$ cat config.mk
export PLATFORM = sky130hd
export DESIGN_NAME = hilo_muldiv_sequencer_flat
export DESIGN_NICKNAME = d
export VERILOG_FILES = /design/src/rtl/hilo_muldiv_sequencer_if.sv /design/src/rtl/hilo_muldiv_sequencer.sv /design/src/flat_wrapper.sv
export SDC_FILE = /design/constraint.sdc
export NUM_CORES = 1
export LEC_CHECK = 0
export CORE_UTILIZATION = 35
export DETAILED_ROUTE_END_ITERATION = 6
export PLACE_DENSITY = 0.58
export REMOVE_ABC_BUFFERS = 1
export SYNTH_ARGS = -nofsm -noshare
export SYNTH_HDL_FRONTEND = slang
export SYNTH_SLANG_ARGS = --single-unit
export TNS_END_PERCENT = 10
$ cat constraint.sdc
create_clock -name clk -period 9.1 [get_ports clk]
set_input_delay 1.365 -clock clk [delete_from_list [all_inputs] [get_ports clk]]
set_output_delay 1.365 -clock clk [all_outputs]
set_load 0.03 [all_outputs]
$ cat src/rtl/hilo_muldiv_sequencer_if.sv
`default_nettype none
// +--------------------------------------------------------------------------+
// | hilo_muldiv_sequencer_if                                                 |
// | EX-stage <-> Hi/Lo multiply/divide sequencer signal bundle.              |
// | Revision: 1.0                                                            |
// +--------------------------------------------------------------------------+
interface hilo_muldiv_sequencer_if #(
    parameter int WIDTH = 32
);
    logic [2:0]       Op_Code;
    logic [WIDTH-1:0] RS_Value;
    logic [WIDTH-1:0] RT_Value;
    logic             MF_Request;
    logic             HiEnable;
    logic             LoEnable;
    logic [WIDTH-1:0] Hi_PW;
    logic [WIDTH-1:0] Lo_PW;
    logic             Busy;
    logic             Stall;

    modport master (
        output Op_Code, RS_Value, RT_Value, MF_Request,
        input  HiEnable, LoEnable, Hi_PW, Lo_PW, Busy, Stall
    );

    modport slave (
        input  Op_Code, RS_Value, RT_Value, MF_Request,
        output HiEnable, LoEnable, Hi_PW, Lo_PW, Busy, Stall
    );
endinterface
`default_nettype wire

$ cat src/rtl/hilo_muldiv_sequencer.sv
`default_nettype none
// +--------------------------------------------------------------------------+
// | hilo_muldiv_sequencer                                                    |
// | Iterative shift-add multiply / restoring divide owning Hi/Lo writes.     |
// | Revision: 1.0                                                            |
// +--------------------------------------------------------------------------+
module hilo_muldiv_sequencer #(
    parameter int WIDTH = 32
) (
    input  logic                     clk,
    input  logic                     Reset,
    hilo_muldiv_sequencer_if.slave   bus
);
    localparam int         c_cnt_w    = $clog2(WIDTH);
    localparam logic [2:0] c_op_none  = 3'b000;
    localparam logic [2:0] c_op_mult  = 3'b001;
    localparam logic [2:0] c_op_multu = 3'b010;
    localparam logic [2:0] c_op_div   = 3'b011;
    localparam logic [2:0] c_op_divu  = 3'b100;
    localparam logic [2:0] c_op_mthi  = 3'b101;
    localparam logic [2:0] c_op_mtlo  = 3'b110;
    localparam logic [2:0] c_op_nop7  = 3'b111;

    typedef enum logic [1:0] {
        ST_IDLE  = 2'd0,
        ST_RUN   = 2'd1,
        ST_WRITE = 2'd2
    } state_t;

    state_t               r_state_q,  w_state_d;
    logic [c_cnt_w-1:0]   r_cnt_q,    w_cnt_d;
    logic [WIDTH:0]       r_acc_q,    w_acc_d;
    logic [WIDTH-1:0]     r_lo_q,     w_lo_d;
    logic [WIDTH-1:0]     r_opnd_q,   w_opnd_d;
    logic                 r_is_div_q, w_is_div_d;
    logic                 r_neg_a_q,  w_neg_a_d;
    logic                 r_neg_r_q,  w_neg_r_d;
    logic                 r_hi_en_q,  w_hi_en_d;
    logic                 r_lo_en_q,  w_lo_en_d;
    logic [WIDTH-1:0]     r_hi_pw_q,  w_hi_pw_d;
    logic [WIDTH-1:0]     r_lo_pw_q,  w_lo_pw_d;

    logic                 w_signed_op;
    logic [WIDTH-1:0]     w_rs_mag;
    logic [WIDTH-1:0]     w_rt_mag;
    logic [WIDTH:0]       w_mul_sum;
    logic [WIDTH:0]       w_div_shift;
    logic [WIDTH:0]       w_div_diff;
    logic [WIDTH:0]       w_step_acc;
    logic [WIDTH-1:0]     w_step_lo;
    logic [2*WIDTH-1:0]   w_prod;
    logic [2*WIDTH-1:0]   w_prod_fix;
    logic [WIDTH-1:0]     w_quot;
    logic [WIDTH-1:0]     w_rem;

    // Datapath: one multiply or divide iteration on the shared acc/lo pair.
    always_comb begin
        w_signed_op = (bus.Op_Code == c_op_mult) || (bus.Op_Code == c_op_div);
        w_rs_mag    = (w_signed_op && bus.RS_Value[WIDTH-1]) ? (-bus.RS_Value) : bus.RS_Value;
        w_rt_mag    = (w_signed_op && bus.RT_Value[WIDTH-1]) ? (-bus.RT_Value) : bus.RT_Value;

        w_mul_sum   = r_acc_q + (r_lo_q[0] ? {1'b0, r_opnd_q} : '0);
        w_div_shift = {r_acc_q[WIDTH-1:0], r_lo_q[WIDTH-1]};
        w_div_diff  = w_div_shift - {1'b0, r_opnd_q};

        if (r_is_div_q) begin
            if (!w_div_diff[WIDTH]) begin
                w_step_acc = w_div_diff;
                w_step_lo  = {r_lo_q[WIDTH-2:0], 1'b1};
            end else begin
                w_step_acc = w_div_shift;
                w_step_lo  = {r_lo_q[WIDTH-2:0], 1'b0};
            end
        end else begin
            w_step_acc = {1'b0, w_mul_sum[WIDTH:1]};
            w_step_lo  = {w_mul_sum[0], r_lo_q[WIDTH-1:1]};
        end

        // Signs are restored only on the final step's result.
        w_prod     = {w_step_acc[WIDTH-1:0], w_step_lo};
        w_prod_fix = r_neg_a_q ? (-w_prod) : w_prod;
        w_quot     = r_neg_a_q ? (-w_step_lo) : w_step_lo;
        w_rem      = r_neg_r_q ? (-w_step_acc[WIDTH-1:0]) : w_step_acc[WIDTH-1:0];
    end

    always_comb begin
        w_state_d  = r_state_q;
        w_cnt_d    = r_cnt_q;
        w_acc_d    = r_acc_q;
        w_lo_d     = r_lo_q;
        w_opnd_d   = r_opnd_q;
        w_is_div_d = r_is_div_q;
        w_neg_a_d  = r_neg_a_q;
        w_neg_r_d  = r_neg_r_q;
        w_hi_en_d  = 1'b0;
        w_lo_en_d  = 1'b0;
        w_hi_pw_d  = r_hi_pw_q;
        w_lo_pw_d  = r_lo_pw_q;

        case (r_state_q)
            ST_IDLE: begin
                case (bus.Op_Code)
                    c_op_mult, c_op_multu: begin
                        w_acc_d    = '0;
                        w_lo_d     = w_rt_mag;
                        w_opnd_d   = w_rs_mag;
                        w_is_div_d = 1'b0;
                        w_neg_a_d  = w_signed_op && (bus.RS_Value[WIDTH-1] ^ bus.RT_Value[WIDTH-1]);
                        w_neg_r_d  = 1'b0;
                        w_cnt_d    = c_cnt_w'(WIDTH-1);
                        w_state_d  = ST_RUN;
                    end
                    c_op_div, c_op_divu: begin
                        if (bus.RT_Value == '0) begin
                            w_hi_pw_d = bus.RS_Value;
                            w_lo_pw_d = '1;
                            w_hi_en_d = 1'b1;
                            w_lo_en_d = 1'b1;
                            w_state_d = ST_WRITE;
                        end else begin
                            w_acc_d    = '0;
                            w_lo_d     = w_rs_mag;
                            w_opnd_d   = w_rt_mag;
                            w_is_div_d = 1'b1;
                            w_neg_a_d  = w_signed_op && (bus.RS_Value[WIDTH-1] ^ bus.RT_Value[WIDTH-1]);
                            w_neg_r_d  = w_signed_op && bus.RS_Value[WIDTH-1];
                            w_cnt_d    = c_cnt_w'(WIDTH-1);
                            w_state_d  = ST_RUN;
                        end
                    end
                    c_op_mthi: begin
                        w_hi_pw_d = bus.RS_Value;
                        w_hi_en_d = 1'b1;
                        w_state_d = ST_WRITE;
                    end
                    c_op_mtlo: begin
                        w_lo_pw_d = bus.RS_Value;
                        w_lo_en_d = 1'b1;
                        w_state_d = ST_WRITE;
                    end
                    default: ;
                endcase
            end
            ST_RUN: begin
                w_acc_d = w_step_acc;
                w_lo_d  = w_step_lo;
                w_cnt_d = r_cnt_q - 1'b1;
                if (r_cnt_q == '0) begin
                    w_hi_pw_d = r_is_div_q ? w_rem  : w_prod_fix[2*WIDTH-1:WIDTH];
                    w_lo_pw_d = r_is_div_q ? w_quot : w_prod_fix[WIDTH-1:0];
                    w_hi_en_d = 1'b1;
                    w_lo_en_d = 1'b1;
                    w_cnt_d   = '0;
                    w_state_d = ST_WRITE;
                end
            end
            ST_WRITE: w_state_d = ST_IDLE;
            default:  w_state_d = ST_IDLE;
        endcase
    end

    always_ff @(posedge clk) begin
        if (Reset) begin
            r_state_q  <= ST_IDLE;
            r_cnt_q    <= '0;
            r_acc_q    <= '0;
            r_lo_q     <= '0;
            r_opnd_q   <= '0;
            r_is_div_q <= 1'b0;
            r_neg_a_q  <= 1'b0;
            r_neg_r_q  <= 1'b0;
            r_hi_en_q  <= 1'b0;
            r_lo_en_q  <= 1'b0;
            r_hi_pw_q  <= '0;
            r_lo_pw_q  <= '0;
        end else begin
            r_state_q  <= w_state_d;
            r_cnt_q    <= w_cnt_d;
            r_acc_q    <= w_acc_d;
            r_lo_q     <= w_lo_d;
            r_opnd_q   <= w_opnd_d;
            r_is_div_q <= w_is_div_d;
            r_neg_a_q  <= w_neg_a_d;
            r_neg_r_q  <= w_neg_r_d;
            r_hi_en_q  <= w_hi_en_d;
            r_lo_en_q  <= w_lo_en_d;
            r_hi_pw_q  <= w_hi_pw_d;
            r_lo_pw_q  <= w_lo_pw_d;
        end
    end

    assign bus.HiEnable = r_hi_en_q;
    assign bus.LoEnable = r_lo_en_q;
    assign bus.Hi_PW    = r_hi_pw_q;
    assign bus.Lo_PW    = r_lo_pw_q;
    assign bus.Busy     = (r_state_q != ST_IDLE);
    // Ops arriving in IDLE are accepted at once, so only a busy sequencer stalls.
    assign bus.Stall    = (((bus.Op_Code != c_op_none) && (bus.Op_Code != c_op_nop7)) || bus.MF_Request)
                          && (r_state_q != ST_IDLE);
endmodule
`default_nettype wire
$ cat src/flat_wrapper.sv
// flat-port wrapper written by rule: the top's interface ports become plain ports
module hilo_muldiv_sequencer_flat 
#(
    parameter int WIDTH = 32
)
  (clk, Reset, bus_Op_Code, bus_RS_Value, bus_RT_Value, bus_MF_Request, bus_HiEnable, bus_LoEnable, bus_Hi_PW, bus_Lo_PW, bus_Busy, bus_Stall);
  hilo_muldiv_sequencer_if #(.WIDTH(WIDTH)) bus_i ();
  input  logic clk;
  input  logic Reset;
  input wire logic [$bits(bus_i.Op_Code)-1:0] bus_Op_Code;
  input wire logic [$bits(bus_i.RS_Value)-1:0] bus_RS_Value;
  input wire logic [$bits(bus_i.RT_Value)-1:0] bus_RT_Value;
  input wire logic [$bits(bus_i.MF_Request)-1:0] bus_MF_Request;
  output wire logic [$bits(bus_i.HiEnable)-1:0] bus_HiEnable;
  output wire logic [$bits(bus_i.LoEnable)-1:0] bus_LoEnable;
  output wire logic [$bits(bus_i.Hi_PW)-1:0] bus_Hi_PW;
  output wire logic [$bits(bus_i.Lo_PW)-1:0] bus_Lo_PW;
  output wire logic [$bits(bus_i.Busy)-1:0] bus_Busy;
  output wire logic [$bits(bus_i.Stall)-1:0] bus_Stall;
  assign bus_i.Op_Code = bus_Op_Code;
  assign bus_i.RS_Value = bus_RS_Value;
  assign bus_i.RT_Value = bus_RT_Value;
  assign bus_i.MF_Request = bus_MF_Request;
  assign bus_HiEnable = bus_i.HiEnable;
  assign bus_LoEnable = bus_i.LoEnable;
  assign bus_Hi_PW = bus_i.Hi_PW;
  assign bus_Lo_PW = bus_i.Lo_PW;
  assign bus_Busy = bus_i.Busy;
  assign bus_Stall = bus_i.Stall;
  hilo_muldiv_sequencer #(.WIDTH(WIDTH)) u_core (.clk(clk), .Reset(Reset), .bus(bus_i));
endmodule
Word-level counts from Yosys, hierarchy flattened. Index checks and enable logic that the tools add are counted.

Add/subtract/negate cells: 8. $mul: 0. Div/mod/pow operators: 0. Order comparisons: 0. Eq/ne operators: 16. Shift operators: 0. Mux-type cells: 48. Bitwise gates (word level): 1. Reduce and logical (&&, ||, !) cells: 22.

Operator list (count): $mux W32 (14); $pmux W32 S2 (7); $pmux W33 S2 (2); $neg A32 Y32 (4); $mux W33 (3); $mux W64 (1); $neg A64 Y64 (1); $add A33 B33 Y33 (1); $sub A33 B32 Y33 (1); $logic_not A32 Y1 (1); $pmux W5 S2 (2); $ne A3 B3 Y1 const B (5); $pmux W1 S2 (7); $mux W5 (2); $eq A3 B3 Y1 const B (3); $reduce_and A4 Y1 (2); $eq A3 B2 Y1 const B (2); $mux W1 (6); $pmux W2 S3 (1); $reduce_and A3 Y1 (2); $reduce_bool A2 Y1 (3); $reduce_or A2 Y1 (3); $logic_and A1 B1 Y1 (5); $logic_not A5 Y1 (1); other kinds (14) (16).

Flip-flop bits (word level): 173. Latch bits: 0. Bits in writable memories: 0. Bits in read-only memories: 0. Input port bits: 70. Output and inout bits: 68. Logic and storage cells: 107. Memories: 0.

Depth between registers and ports, before layout.
Depth after elaboration: 8. Depth in mapped cells: 29. Depth with buffers taken out: 28.

Worst setup path before layout. Ideal clock, no wire load.

Path kind: reg2reg. Start: register u_core.r_lo_q[31]. End: register u_core.r_hi_pw_q[28], in the netlist u_core.bus.Hi_PW[28]. Setup time: 0.114 ns. Arrival time: 5.773 ns. Required time: 8.986 ns. Path slack: 3.212 ns. Stages on the path, launching flop included: 29. Path buffers: 1. Clock period less this slack: 5.888 ns. Path through: dfxtp_1 inv_1 ha_1 fa_1 nand2b_1 a211oi_1 o41a_1 a21oi_1 a21oi_1 a31oi_1 nor2b_1 o21ai_0 nand2b_1 ha_1 buf_2 clkinv_1 nor2_1 a21o_1 inv_1 ha_1 o2111ai_1 or2_2 or3_1 or2_1 nor4b_1 o22ai_1 o31ai_1 xor2_1 a2111oi_0.

Cells in the longest elaborated chain, start to end: 8. Elaborated cells on any way between the ends: 12. Those cells by class: add/sub: 3; mux: 9.

Ends and longest elaborated chain: from (decl) (line hilo_muldiv_sequencer.sv:33) `logic [WIDTH-1:0] r_lo_q, w_lo_d;`; from (signal assigned) (line hilo_muldiv_sequencer.sv:180) `r_lo_q <= w_lo_d;`; $sub A33 B32 Y33 (line hilo_muldiv_sequencer.sv:64) `w_div_diff = w_div_shift - {1'b0, r_opnd_q};`; $mux W1 / $mux W33 (equally long branches) (line hilo_muldiv_sequencer.sv:67) `if (!w_div_diff[WIDTH]) begin`; $mux W32 / $mux W33 (equally long branches) (line hilo_muldiv_sequencer.sv:66) `if (r_is_div_q) begin`; $neg A64 Y64 / $neg A32 Y32 (equally long branches) (line hilo_muldiv_sequencer.sv:81, hilo_muldiv_sequencer.sv:83); $mux W64 / $mux W32 (equally long branches) (line hilo_muldiv_sequencer.sv:81, hilo_muldiv_sequencer.sv:83); $mux W32 (*) (line hilo_muldiv_sequencer.sv:149) `w_hi_pw_d = r_is_div_q ? w_rem : w_prod_fix[2*WIDTH-1:WIDTH];`; $mux W32 (*) (line hilo_muldiv_sequencer.sv:148) `if (r_cnt_q == '0) begin`; $pmux W32 S2 (*) (line hilo_muldiv_sequencer.sv:100) `case (r_state_q)`; to (signal assigned) (line hilo_muldiv_sequencer.sv:187) `r_hi_pw_q <= w_hi_pw_d;`; to (decl) (line hilo_muldiv_sequencer.sv:40) `logic [WIDTH-1:0] r_hi_pw_q, w_hi_pw_d;`.

Mark *: on every way between the ends. The rest lies on a longest branch, timed or not. The select of a mux whose other input is x is not followed. A chain may end at the register's enable or synchronous reset.

Final worst setup path. Same ends and word-level chain as after synthesis.

==> results_tabular.tex <==
\begin{tabular}{lr}
\hline
Metric & Value \\
\hline
\multicolumn{2}{l}{\textbf{Outcome}} \\
\quad Status & completed \\
\multicolumn{2}{l}{\textbf{Place}} \\
\quad Final weighted congestion in routability-driven placement & 0.954 \\
\quad Cells after DPL & 2894 \\
\quad Post-DP HPWL & 49.3 mm \\
\quad Port Buffer Count & 137 \\
\multicolumn{2}{l}{\textbf{Detailed routing}} \\
\quad Overall via count from detail\_route & 17847 \\
\quad Vias per std cell & 6.10 \\
\quad Number of violations reported at the end of detailed-routing iteration 0 & 2012 \\
\quad Drt wl/cell & 22.3 um \\
\quad DRT antenna net count & 0 \\
\quad Remaining DRCs & 0 \\
\quad Routed WL & 65.3 mm \\
\quad Total iterations of the first detailed-routing run & 6 \\
\multicolumn{2}{l}{\textbf{STA}} \\
\quad Final clock period utilization by the worst path & 0.794 \\
\quad Highest Clock Rate & 138 MHz \\
\quad Final setup viols & 0 \\
\quad Hold Fails Final Rpt & 0 \\
\quad RSZ-0062 raised after global routing & false \\
\quad Worst-case clock skew & 0.0175 ns \\
\quad Actual transition at the worst max-transition pin & 1.16 ns \\
\quad Max-slew violation count & 0 \\
\quad Post-Route Setup TNS & 0 ns \\
\quad Remaining max-slew budget at the tightest pin & 0.228 \\
\quad Time the worst path needs with I/O delays and setup & 7.22 ns \\
\multicolumn{2}{l}{\textbf{Final layout}} \\
\quad Multi-input gate area & 11700 um\^{}2 \\
\quad Layout cells sized above 1 & 0.0433 \\
\quad Antenna Cells & 0 \\
\quad Number of nets in the layout & 2463 \\
\quad Number of standard cells in the layout, taps in and fillers out & 2924 \\
\quad Fillers & 4635 \\
\quad Area growth from synthesis to final layout & 15.0\% \\
\quad Sequential cell area & 3470 um\^{}2 \\
\multicolumn{2}{l}{\textbf{Worst setup path}} \\
\quad Termination of the worst setup path & u\_core.bus.Hi\_PW[28] \\
\quad Max stage delay cell, worst path & sky130\_fd\_sc\_hd\_\_ha\_1 \\
\quad Worst setup path class & flip-flop to flip-flop \\
\quad Kind of start point of the critical path & flip-flop \\
\quad Critical path launch point & u\_core.r\_lo\_q[31] \\
\quad Req. time, crit path & 9.45 ns \\
\quad Highest cell delay on the worst timing path & 0.51 ns \\
\quad Cell with the most instances on the worst path & sky130\_fd\_sc\_hd\_\_ha\_1 \\
\quad Crit Reg-Reg Endpoint & u\_core.bus.Hi\_PW[28] \\
\quad Setup slack of the worst register-to-register path & 1.88 ns \\
\quad Worst Setup End Kind & flip-flop \\
\quad Worst r2r path cells & 28 \\
\quad Data arrival at the endpoint of the critical path & 7.58 ns \\
\quad Peak fanout along the critical path & 18 \\
\quad Reg-to-Reg Start & u\_core.r\_lo\_q[31] \\
\multicolumn{2}{l}{\textbf{Logic synthesis}} \\
\quad Number of flops mapped to enable cells by yosys & 0 \\
\quad Synth top area cells & sky130\_fd\_sc\_hd\_\_dfxtp\_1, sky130\_fd\_sc\_hd\_\_a21oi\_1, sky130\_fd\_sc\_hd\_\_nor2\_1 \\
\quad Post-Synthesis Cells & 2294 \\
\quad Synthesized-area fraction occupied by xor and xnor cells & 0.0767 \\
\quad Dominant cell by count in the synthesized netlist & sky130\_fd\_sc\_hd\_\_nor2\_1 \\
\quad Share of the synthesized area in compound gates (AO/OA/AOI/OAI) & 0.298 \\
\quad Adder-Cell Fraction of Synth Area & 0.0573 \\
\quad Synthesized area per cell & 6.97 um\^{}2 \\
\quad Fraction of post-synthesis cell area in the top cell type by area & 0.217 \\
\quad Post-synthesis register bit count & 173 \\
\quad Portion of the post-synthesis area used by sequential elements & 0.217 \\
\quad Post-Syn Area & 16000 um\^{}2 \\
\quad Simple-gate share of the synthesized area & 0.262 \\
\quad Mux contribution to synthesized area & 0.0336 \\
\quad Count of distinct cell types in the synthesized netlist & 98 \\
\quad Async S/R FF share, synth & 0 \\
\quad Leading cell types by count after synthesis & sky130\_fd\_sc\_hd\_\_nor2\_1, sky130\_fd\_sc\_hd\_\_a21oi\_1, sky130\_fd\_sc\_hd\_\_nand2\_1 \\
\quad Most used flip-flop cell after synthesis & sky130\_fd\_sc\_hd\_\_dfxtp\_1 \\
\quad Library cell with the largest summed area after synthesis & sky130\_fd\_sc\_hd\_\_dfxtp\_1 \\
\quad Synth warnings & 0 \\
\quad Combinational family with the most area after synthesis & compound AO/OA/AOI/OAI gates \\
\multicolumn{2}{l}{\textbf{Clock tree}} \\
\quad Root Buffer & sky130\_fd\_sc\_hd\_\_clkbuf\_16 \\
\quad Clock insertion delay at the later pin of the skew report & 0.47 ns \\
\quad TritonCTS sink count & 173 \\
\quad Num CTS Buffers & 17 \\
\quad Count of hold buffers inserted by post-cts repair & 0 \\
\quad Clock tree from TritonCTS & done \\
\quad Buffers inserted during post-CTS setup optimization & 0 \\
\quad Clock-pin transition on the worst setup and hold timing paths & 0.07 ns \\
\quad Maximum number of buffers from clock root to sink & 2 \\
\quad CTS HTree Levels & 4 \\
\quad CTS-repair resized insts & 0 \\
\multicolumn{2}{l}{\textbf{GRT}} \\
\quad Largest net degree at the start of global routing & 83 \\
\quad Global Route met3 Usage & 0.0434 \\
\quad Wire length of the first global-routing pass & 99.0 mm \\
\quad Leftover overflow at the end of global routing & 0 \\
\quad Grt met1 use & 0.381 \\
\quad Number of global-route vias before repair & 16245 \\
\quad Initial antenna violation count & 0 \\
\quad Most congested layer reported by global routing & met2 \\
\quad M2 GR Usage & 0.433 \\
\quad Gr usage total & 0.274 \\
\multicolumn{2}{l}{\textbf{Die}} \\
\quad Die boundary width & 216 um \\
\quad Die span in y & 216 um \\
\quad Count of standard-cell rows & 77 \\
\quad I/O pin count & 138 \\
\quad Core Footprint & 44600 um\^{}2 \\
\quad Floorplan die area & 46600 um\^{}2 \\
\quad Effective utilization at floorplan & 0.359 \\
\multicolumn{2}{l}{\textbf{Power}} \\
\quad Largest vdd supply drop & 0.000143 V \\
\quad Overall power & 0.00337 W \\
\quad Reported leakage power & 6.96 nW \\
\quad Power per Cell Area & 183 nW/um\^{}2 \\
\multicolumn{2}{l}{\textbf{Run}} \\
\quad Number of violations of the max-capacitance limit & 0 \\
\multicolumn{2}{l}{\textbf{Min path}} \\
\quad Worst hold-check path type & flip-flop to flip-flop \\
\hline
\end{tabular}
[area by class of cell]
class | instances | share of cell area
multi-input cells | 1891 | 0.634
well taps | 592 | 0.0403
inverters | 73 | 0.0149
clock inverters | 11 | 0.0131
clock buffers | 19 | 0.0235
flip-flops and latches | 173 | 0.188
repair buffers | 165 | 0.0858
[where the power goes]
group	leakage [nW]	internal, W	switching, W
sequential	1.42	0.000865	0.000125
combinational	5.21	0.000528	0.000979
clock	0.323	0.000540	0.000333
total	6.96	0.00193	0.00144
[worst min path at each step]
stage,from,end,slack (ns),cells past startpoint
2_1_floorplan,u_core.r_opnd_q[25],u_core.r_opnd_q[25],0.43,2
3_3_place_gp,u_core.bus.Lo_PW[8],u_core.bus.Lo_PW[8],0.44,2
3_5_place_dp,u_core.bus.Lo_PW[6],u_core.bus.Lo_PW[6],0.45,2
4_1_cts,u_core.bus.Lo_PW[6],u_core.bus.Lo_PW[6],0.46,2
5_1_grt,u_core.bus.Lo_PW[0],u_core.bus.Lo_PW[0],0.47,2
6_report,u_core.bus.Lo_PW[7],u_core.bus.Lo_PW[7],0.46,2
[layer usage]
| layer | vias to the layer above | routed length (um) |
|---|---|---|
| li1 | 8408 | - |
| met1 | 8624 | 29900 |
| met2 | 729 | 29500 |
| met3 | 86 | 4370 |
| met4 | 0 | 1540 |
| met5 | - | 0 |
[metrics by stage]
| step | hold WS, ns | cell area (um^2) | utilization | worst slack (ns) |
|---|---|---|---|---|
| global placement | 0.443 | 17700 | 0.397 | 2.20 |
| CTS | 0.460 | 18400 | 0.412 | 1.99 |
| finish | 0.458 | 18400 | 0.412 | 1.88 |
| floorplan | 0.434 | 15400 | - | 2.59 |
| global route | 0.475 | 18400 | 0.412 | 1.27 |
| detailed placement | 0.450 | 17700 | 0.397 | 2.04 |
[registers in the layout (all words and copies together) (netlist names)]
register	cells
u_core.bus.Hi_PW	32
u_core.r_neg_r_q	1
u_core.r_state_q	2
u_core.bus.Lo_PW	32
u_core.r_lo_q	32
u_core.r_neg_a_q	1
u_core.r_is_div_q	1
u_core.r_cnt_q	5
u_core.r_acc_q	33
u_core.bus.LoEnable	1
u_core.r_opnd_q	32
u_core.bus.HiEnable	1
[cell usage in the layout, fill, tap and decap left out, types with 47 or more instances in the layout]
cell type | synthesis | final
sky130_fd_sc_hd__a211oi_1 | 50 | 50
sky130_fd_sc_hd__a21oi_1 | 262 | 262
sky130_fd_sc_hd__a31oi_1 | 57 | 57
sky130_fd_sc_hd__and2_1 | 47 | 47
sky130_fd_sc_hd__clkdlybuf4s50_1 | 0 | 136
sky130_fd_sc_hd__dfxtp_1 | 173 | 172
sky130_fd_sc_hd__ha_1 | 70 | 70
sky130_fd_sc_hd__inv_1 | 71 | 71
sky130_fd_sc_hd__mux2i_1 | 47 | 47
sky130_fd_sc_hd__nand2_1 | 243 | 243
sky130_fd_sc_hd__nand3_1 | 49 | 49
sky130_fd_sc_hd__nor2_1 | 279 | 278
sky130_fd_sc_hd__nor3_1 | 76 | 76
sky130_fd_sc_hd__o21ai_0 | 126 | 126
sky130_fd_sc_hd__xnor2_1 | 60 | 60
sky130_fd_sc_hd__xor2_1 | 80 | 80
[kinds of logic after synthesis]
family | Yosys count
XOR/XNOR | 140
flip-flops | 173
adder cells (fa/ha/maj) | 72
AND/OR/NAND/NOR | 881
buffers and inverters | 230
AO/OA/AOI/OAI | 745
multiplexers | 53
[worst max-delay path, delay by kind of cell, from the launching register on]
family          cells  cell delay [ns]
simple gates        8             1.90
compound gates     11             2.87
fa+ha+maj           4             1.37
buf+inv             4             0.49
flops               1             0.38
xor+xnor            1             0.10
No activity file was read; power rests on OpenSTA's default activity.
